===== src/rtl/aes_decryption_block.sv =====
// Iterative AES inverse cipher: one S-box column per cycle, round keys fetched by index.
// Optional macro AES_DEC_AES256_EN adds keyLen to select 14 rounds (AES-256) per run.
module aes_decryption_block #(
    parameter logic [3:0] LAST_ROUND = 4'ha
) (
    input  logic         clk,
    input  logic         reset,
    input  logic         next,
`ifdef AES_DEC_AES256_EN
    input  logic         keyLen,
`endif
    output logic [3:0]   round,
    input  logic [127:0] roundKey,
    output logic [31:0]  beforeSub,
    input  logic [31:0]  afterSub,
    input  logic [127:0] block,
    output logic [127:0] newBlock,
    output logic         ready
);

    // Handshake: a run starts when next=1 is sampled while ready=1 (IDLE); next is
    // ignored otherwise. ready drops on that edge and returns with newBlock valid.
    typedef enum logic [1:0] {S_IDLE, S_INIT, S_SBOX, S_MAIN} state_t;

    state_t       state, state_nxt;
    logic [127:0] st_q, st_nxt;
    logic [3:0]   round_q, round_nxt;
    logic [1:0]   ctr_q, ctr_nxt;
    logic         ready_q, ready_nxt;
    logic [3:0]   nr_sel;

`ifdef AES_DEC_AES256_EN
    assign nr_sel = keyLen ? 4'd14 : LAST_ROUND;
`else
    assign nr_sel = LAST_ROUND;
`endif

    function automatic logic [7:0] xt(input logic [7:0] b);
        return {b[6:0], 1'b0} ^ (b[7] ? 8'h1b : 8'h00);
    endfunction

    function automatic logic [31:0] inv_mix_col(input logic [31:0] w);
        logic [7:0] a  [4];
        logic [7:0] m9 [4];
        logic [7:0] mb [4];
        logic [7:0] md [4];
        logic [7:0] me [4];
        logic [7:0] x2, x4, x8;
        for (int i = 0; i < 4; i++) begin
            a[i]  = w[31-8*i -: 8];
            x2    = xt(a[i]);
            x4    = xt(x2);
            x8    = xt(x4);
            m9[i] = x8 ^ a[i];
            mb[i] = x8 ^ x2 ^ a[i];
            md[i] = x8 ^ x4 ^ a[i];
            me[i] = x8 ^ x4 ^ x2;
        end
        return {me[0] ^ mb[1] ^ md[2] ^ m9[3],
                m9[0] ^ me[1] ^ mb[2] ^ md[3],
                md[0] ^ m9[1] ^ me[2] ^ mb[3],
                mb[0] ^ md[1] ^ m9[2] ^ me[3]};
    endfunction

    function automatic logic [127:0] inv_mix_columns(input logic [127:0] s);
        return {inv_mix_col(s[127:96]), inv_mix_col(s[95:64]),
                inv_mix_col(s[63:32]), inv_mix_col(s[31:0])};
    endfunction

    // Row r of output column c comes from input column (c - r) mod 4.
    function automatic logic [127:0] inv_shift_rows(input logic [127:0] s);
        logic [127:0] o;
        o = '0;
        for (int c = 0; c < 4; c++) begin
            for (int r = 0; r < 4; r++) begin
                o[127-32*c-8*r -: 8] = s[127-32*((c-r+4)%4)-8*r -: 8];
            end
        end
        return o;
    endfunction

    always_ff @(posedge clk) begin
        if (reset) begin
            state   <= S_IDLE;
            st_q    <= '0;
            round_q <= '0;
            ctr_q   <= '0;
            ready_q <= 1'b1;
        end else begin
            state   <= state_nxt;
            st_q    <= st_nxt;
            round_q <= round_nxt;
            ctr_q   <= ctr_nxt;
            ready_q <= ready_nxt;
        end
    end

    always_comb begin
        state_nxt = state;
        st_nxt    = st_q;
        round_nxt = round_q;
        ctr_nxt   = ctr_q;
        ready_nxt = ready_q;
        beforeSub = '0;
        case (state)
            S_IDLE: begin
                if (next) begin
                    round_nxt = nr_sel;
                    ready_nxt = 1'b0;
                    state_nxt = S_INIT;
                end
            end
            S_INIT: begin
                st_nxt    = inv_shift_rows(block ^ roundKey);
                round_nxt = round_q - 4'd1;
                ctr_nxt   = 2'd0;
                state_nxt = S_SBOX;
            end
            S_SBOX: begin
                case (ctr_q)
                    2'd0: begin beforeSub = st_q[127:96]; st_nxt[127:96] = afterSub; end
                    2'd1: begin beforeSub = st_q[95:64];  st_nxt[95:64]  = afterSub; end
                    2'd2: begin beforeSub = st_q[63:32];  st_nxt[63:32]  = afterSub; end
                    default: begin beforeSub = st_q[31:0]; st_nxt[31:0] = afterSub; end
                endcase
                ctr_nxt = ctr_q + 2'd1;
                if (ctr_q == 2'd3) state_nxt = S_MAIN;
            end
            S_MAIN: begin
                if (round_q != 4'd0) begin
                    st_nxt    = inv_shift_rows(inv_mix_columns(st_q ^ roundKey));
                    round_nxt = round_q - 4'd1;
                    ctr_nxt   = 2'd0;
                    state_nxt = S_SBOX;
                end else begin
                    // Final AddRoundKey with key 0; round stays 0 while idle.
                    st_nxt    = st_q ^ roundKey;
                    ready_nxt = 1'b1;
                    state_nxt = S_IDLE;
                end
            end
            default: state_nxt = S_IDLE;
        endcase
    end

    assign round    = round_q;
    assign newBlock = st_q;
    assign ready    = ready_q;

endmodule


===== config.mk =====
export PLATFORM = sky130hd
export DESIGN_NAME = aes_decryption_block
export DESIGN_NICKNAME = d
export VERILOG_FILES = /design/src/rtl/aes_decryption_block.sv
export SDC_FILE = /design/constraint.sdc
export NUM_CORES = 1
export LEC_CHECK = 0
export BUFFER_PORTS_ARGS = -buffer_cell sky130_fd_sc_hd__buf_2
export CELL_PAD_IN_SITES_DETAIL_PLACEMENT = 1
export CELL_PAD_IN_SITES_GLOBAL_PLACEMENT = 2
export CORE_MARGIN = 10
export CORE_UTILIZATION = 32
export DETAILED_ROUTE_END_ITERATION = 10
export GPL_TIMING_DRIVEN = 1
export PLACE_DENSITY = 0.83
export SYNTH_ARGS = -nofsm -noshare
export SYNTH_HDL_FRONTEND = slang
export SYNTH_SLANG_ARGS = --single-unit

===== constraint.sdc =====
create_clock -name clk -period 3.4 [get_ports clk]
set_input_delay 0.17 -clock clk [delete_from_list [all_inputs] [get_ports clk]]
set_output_delay 0.17 -clock clk [all_outputs]
set_load 0.01 [all_outputs]

==> summary.md <==
| Metric | Value |
|---|---|
| Worst reg2reg path depth | 8 |
| # H-tree levels | 4 |
| Crit path DAT | 3700 ps |
| Ratio of cells with drive above 1 in the final layout | 29.2% |
| Core Rows | 88 |
| Die height | 261 um |
| Post-synthesis xor/xnor area fraction | 55.1% |
| Final Hold Vio Count | 0 |
| Final core area utilization | a little over two fifths |
| Post-route minimum period | 3350 ps |
| Peak Freq | 298 MHz |
| Layout Skew | a little over 10 ps |
| Net count after synthesis | 2,546 |
| Startpoint Class | register |
| Clock sinks | 137 |
| Largest net degree at the start of global routing | slightly above 70 |
| Clock Path Buffers | 2 |
| Flops & latches, synth | 137 |
| Reg power frac | under 10% |
| Number of buffers created by CTS | 17 |
| Int Power | roughly 10 mW |
| DIE WIDTH | 261 um |
| Hold EP | newBlock[126] |
| PwrDens | 877 nW/um2 |
| Most frequent cell after synthesis | xnor2_1 |
| Largest cells by area after synthesis | xnor2_1 (36%), dfxtp_1 (15%), xor2_1 (10%), nor2_1 (3.6%), xnor2_2 (3.5%) |
| Total gr overflow | 0 |
| HP Class | input port to register |
| Die area | 68,100 um2 |
| Port bufs | 455 |
| Failing checks | capacitance limit, slew limit |
| Nets@finish | 3,195 |
| Crit share post-route | a little over nine tenths |
| Switching Share | approximately 53% |
| CTS clock-pin slew for the worst setup and hold paths | 70 ps |
| DRC errors left | 0 |
| Synth top cells by count | xnor2_1 (766), xor2_1 (219), nor2_1 (176) |
| Vias in the first global route | 21,300 |
| Max cap viols | 1 |
| Seq/Total Area, Yosys | between 10 and 15% |
| Core ar. | 57,600 um2 |
| Worst r2r dst | newBlock[34] |
| Flop-to-flop setup slack | 50 ps |
| Simple-gate portion of the synthesized area | 8.95% |
| Psw | 11.1 mW |
| CP endpoint kind | register |
| Ys async rst share | 0% |
| Critical path class | register to register |
| Syn. warnings | 0 |
| Via density per instance | 5.67 |
| Ys flop type | dfxtp_1 |
| Total GRT Usage | between 30% and 40% |
| RSZ-0062 raised after global routing | no |
| Crit-path max FO | 4 |
| Synthesized area per cell | 8.27 um2 |
| Total wire length | roughly 120 mm |
| Max VDD drop | 474 uV |
| Largest family of logic cells by synthesized area | XOR/XNOR gates |
| Final setup fails | 0 |
| R2r startpoint | newBlock[15] |
| Worst-Margin Slew | 1650 ps |
| # IOs | between 400 and 500 |
| Mux cell area share after synthesis | 0.0538% |
| Syn Inst Count | 2,249 |
| Number of routed nets with antenna violations | 0 |
| DR WL/cell | 33.5 um |
| Clk_lat worst skew | 500 ps |
| Post-Syn Area | approximately 19,000 um2 |
| TritonCTS clock tree | built |
| Slew headroom | -10.2% |
| Final Max Tran Viols | 11 |
| WHS Path Cells | 4 |
| Clock Power Share | 9.5% |
| Top cell type's share of synthesized area | 36.1% |
| DRT iter0 DRCs | approximately 2,600 |
| Synth unique cells | 57 |
| Number of flops mapped to enable cells by yosys | 0 |
| First-pass GRT wire length | 168 mm |
| Lkg Pwr | 9.53 nW |
| Via Count | roughly 21,000 |
| Clk root buf | clkbuf_16 |
| Initial antenna violation count | 6 |
| Worst EP required | ~3800 ps |
| Adder-cell share of the synthesized area | 0.404% |
| Dpl hpwl | 103 mm |
| RePlAce Congestion | 1.02 |
| Status | finished with violations |
| HP Start | block[126] |
| Combinational fraction of design power | 81.2% |
| Initial Util | 32.3% |
| Cell taking the most area after synthesis | xnor2_1 |
| Drt first pass iters | 6 |
| Synth Area in Compound Gates | 17.6% |
| Synth-to-Final Area Change | 29.9% |
| Total Power | 21.2 mW |
cell usage in the layout (no fill, tap or decap), types with 31 or more instances in the layout:
cell	count
dfxtp_1	136
nor3_1	48
buf_4	277
o21ai_1	68
o22ai_1	31
xnor2_2	44
o21ai_0	116
xnor2_1	761
a222oi_1	32
buf_2	455
a211oi_1	58
nand2_1	143
xor2_1	219
a21oi_1	103
nor2_1	174
through the flow:
| step | worst slack, ps | hold WS (ps) | area [um2] | instances | TNS [ps] |
|---|---|---|---|---|---|
| floorplan | 448 | 330 | 18600 | 2249 | 0 |
| global placement | -162 | 457 | 23500 | 3642 | -162 |
| detailed placement | -202 | 470 | 23500 | 3642 | -202 |
| CTS | 32.5 | 32.4 | 24100 | 3676 | 0 |
| global route | 7.56 | 66.2 | 24100 | 3676 | 0 |
| finish | 45.5 | 56.5 | 24100 | 3677 | 0 |
registers in the layout, summed over array words and instances (netlist names):
signal	count
newBlock	128
round	4
ctr_q	2
state	2
ready	1
critical path, stage by stage, from the launching register on:
cell,delay [ps]
dfxtp_1,350
xnor2_2,530
xnor2_1,370
xnor3_1,440
xnor2_2,380
xnor2_1,250
xnor2_1,190
a2111oi_1,610
nor3_1,80
how the worst max path moves through the flow:
| stage | from | endpoint | slack (ps) | depth (start not counted) |
|---|---|---|---|---|
| after floorplan | newBlock[5] | newBlock[115] | 450 | 8 |
| final | newBlock[15] | newBlock[34] | 50 | 8 |
| after global routing | ctr_q[0] | beforeSub[18] | 8 | 8 |
| after CTS | newBlock[31] | newBlock[34] | 30 | 8 |
| after detailed placement | newBlock[31] | newBlock[34] | -200 | 8 |
| after global placement | newBlock[31] | newBlock[34] | -160 | 8 |
routing by layer:
| layer | routed length [um] | global-route usage [%] | share of wire, % |
|---|---|---|---|
| met4 | 6020 | 16.2 | 4.9 |
| met3 | 12100 | 7.68 | 9.8 |
| met2 | 54900 | 54.8 | 45 |
| met5 | 40 | 0 | 0.032 |
| met1 | 50300 | 45.0 | 41 |
cells by family after synthesis:
group,after synthesis
muxes,1
DFF,137
AOI/OAI and AO/OA,515
xor gates and xnor gates,1068
adders and majority gates,6
buffers and inverters,120
and+or+nand+nor,402
power by group through the flow:
stage | logic (mW) | clock network, mW | registers, mW
floorplan | 9.71 | 0 | 2.00
global placement | 16.5 | 0 | 1.99
detailed placement | 16.6 | 0 | 1.99
CTS | 16.7 | 2.03 | 1.96
global route | 17.6 | 2.09 | 1.98
finish | 17.2 | 2.02 | 1.97
cell type report:
type                            instances  area [um2]
Fill cell                            7031       33400
Timing Repair Buffer                  739        4480
Clock inverter                         12         126
Antenna cell                            1        2.50
Clock buffer                           20         447
Tap cell                              765         957
Sequential cell                       137        2750
Multi-Input combinational cell       1992       15400
Inverter                               11        41.3
what timing repair did:
item / in CTS / in global routing
endpoints found under the setup margin: 1 / 7
hold buffers: 2 / 0
gates resized for setup: 3 / 7
cloned: 0 / 0
setup buffers: 0 / 0
hold endpoints to repair: 5 / 0
(Power assumes the default switching activity.)
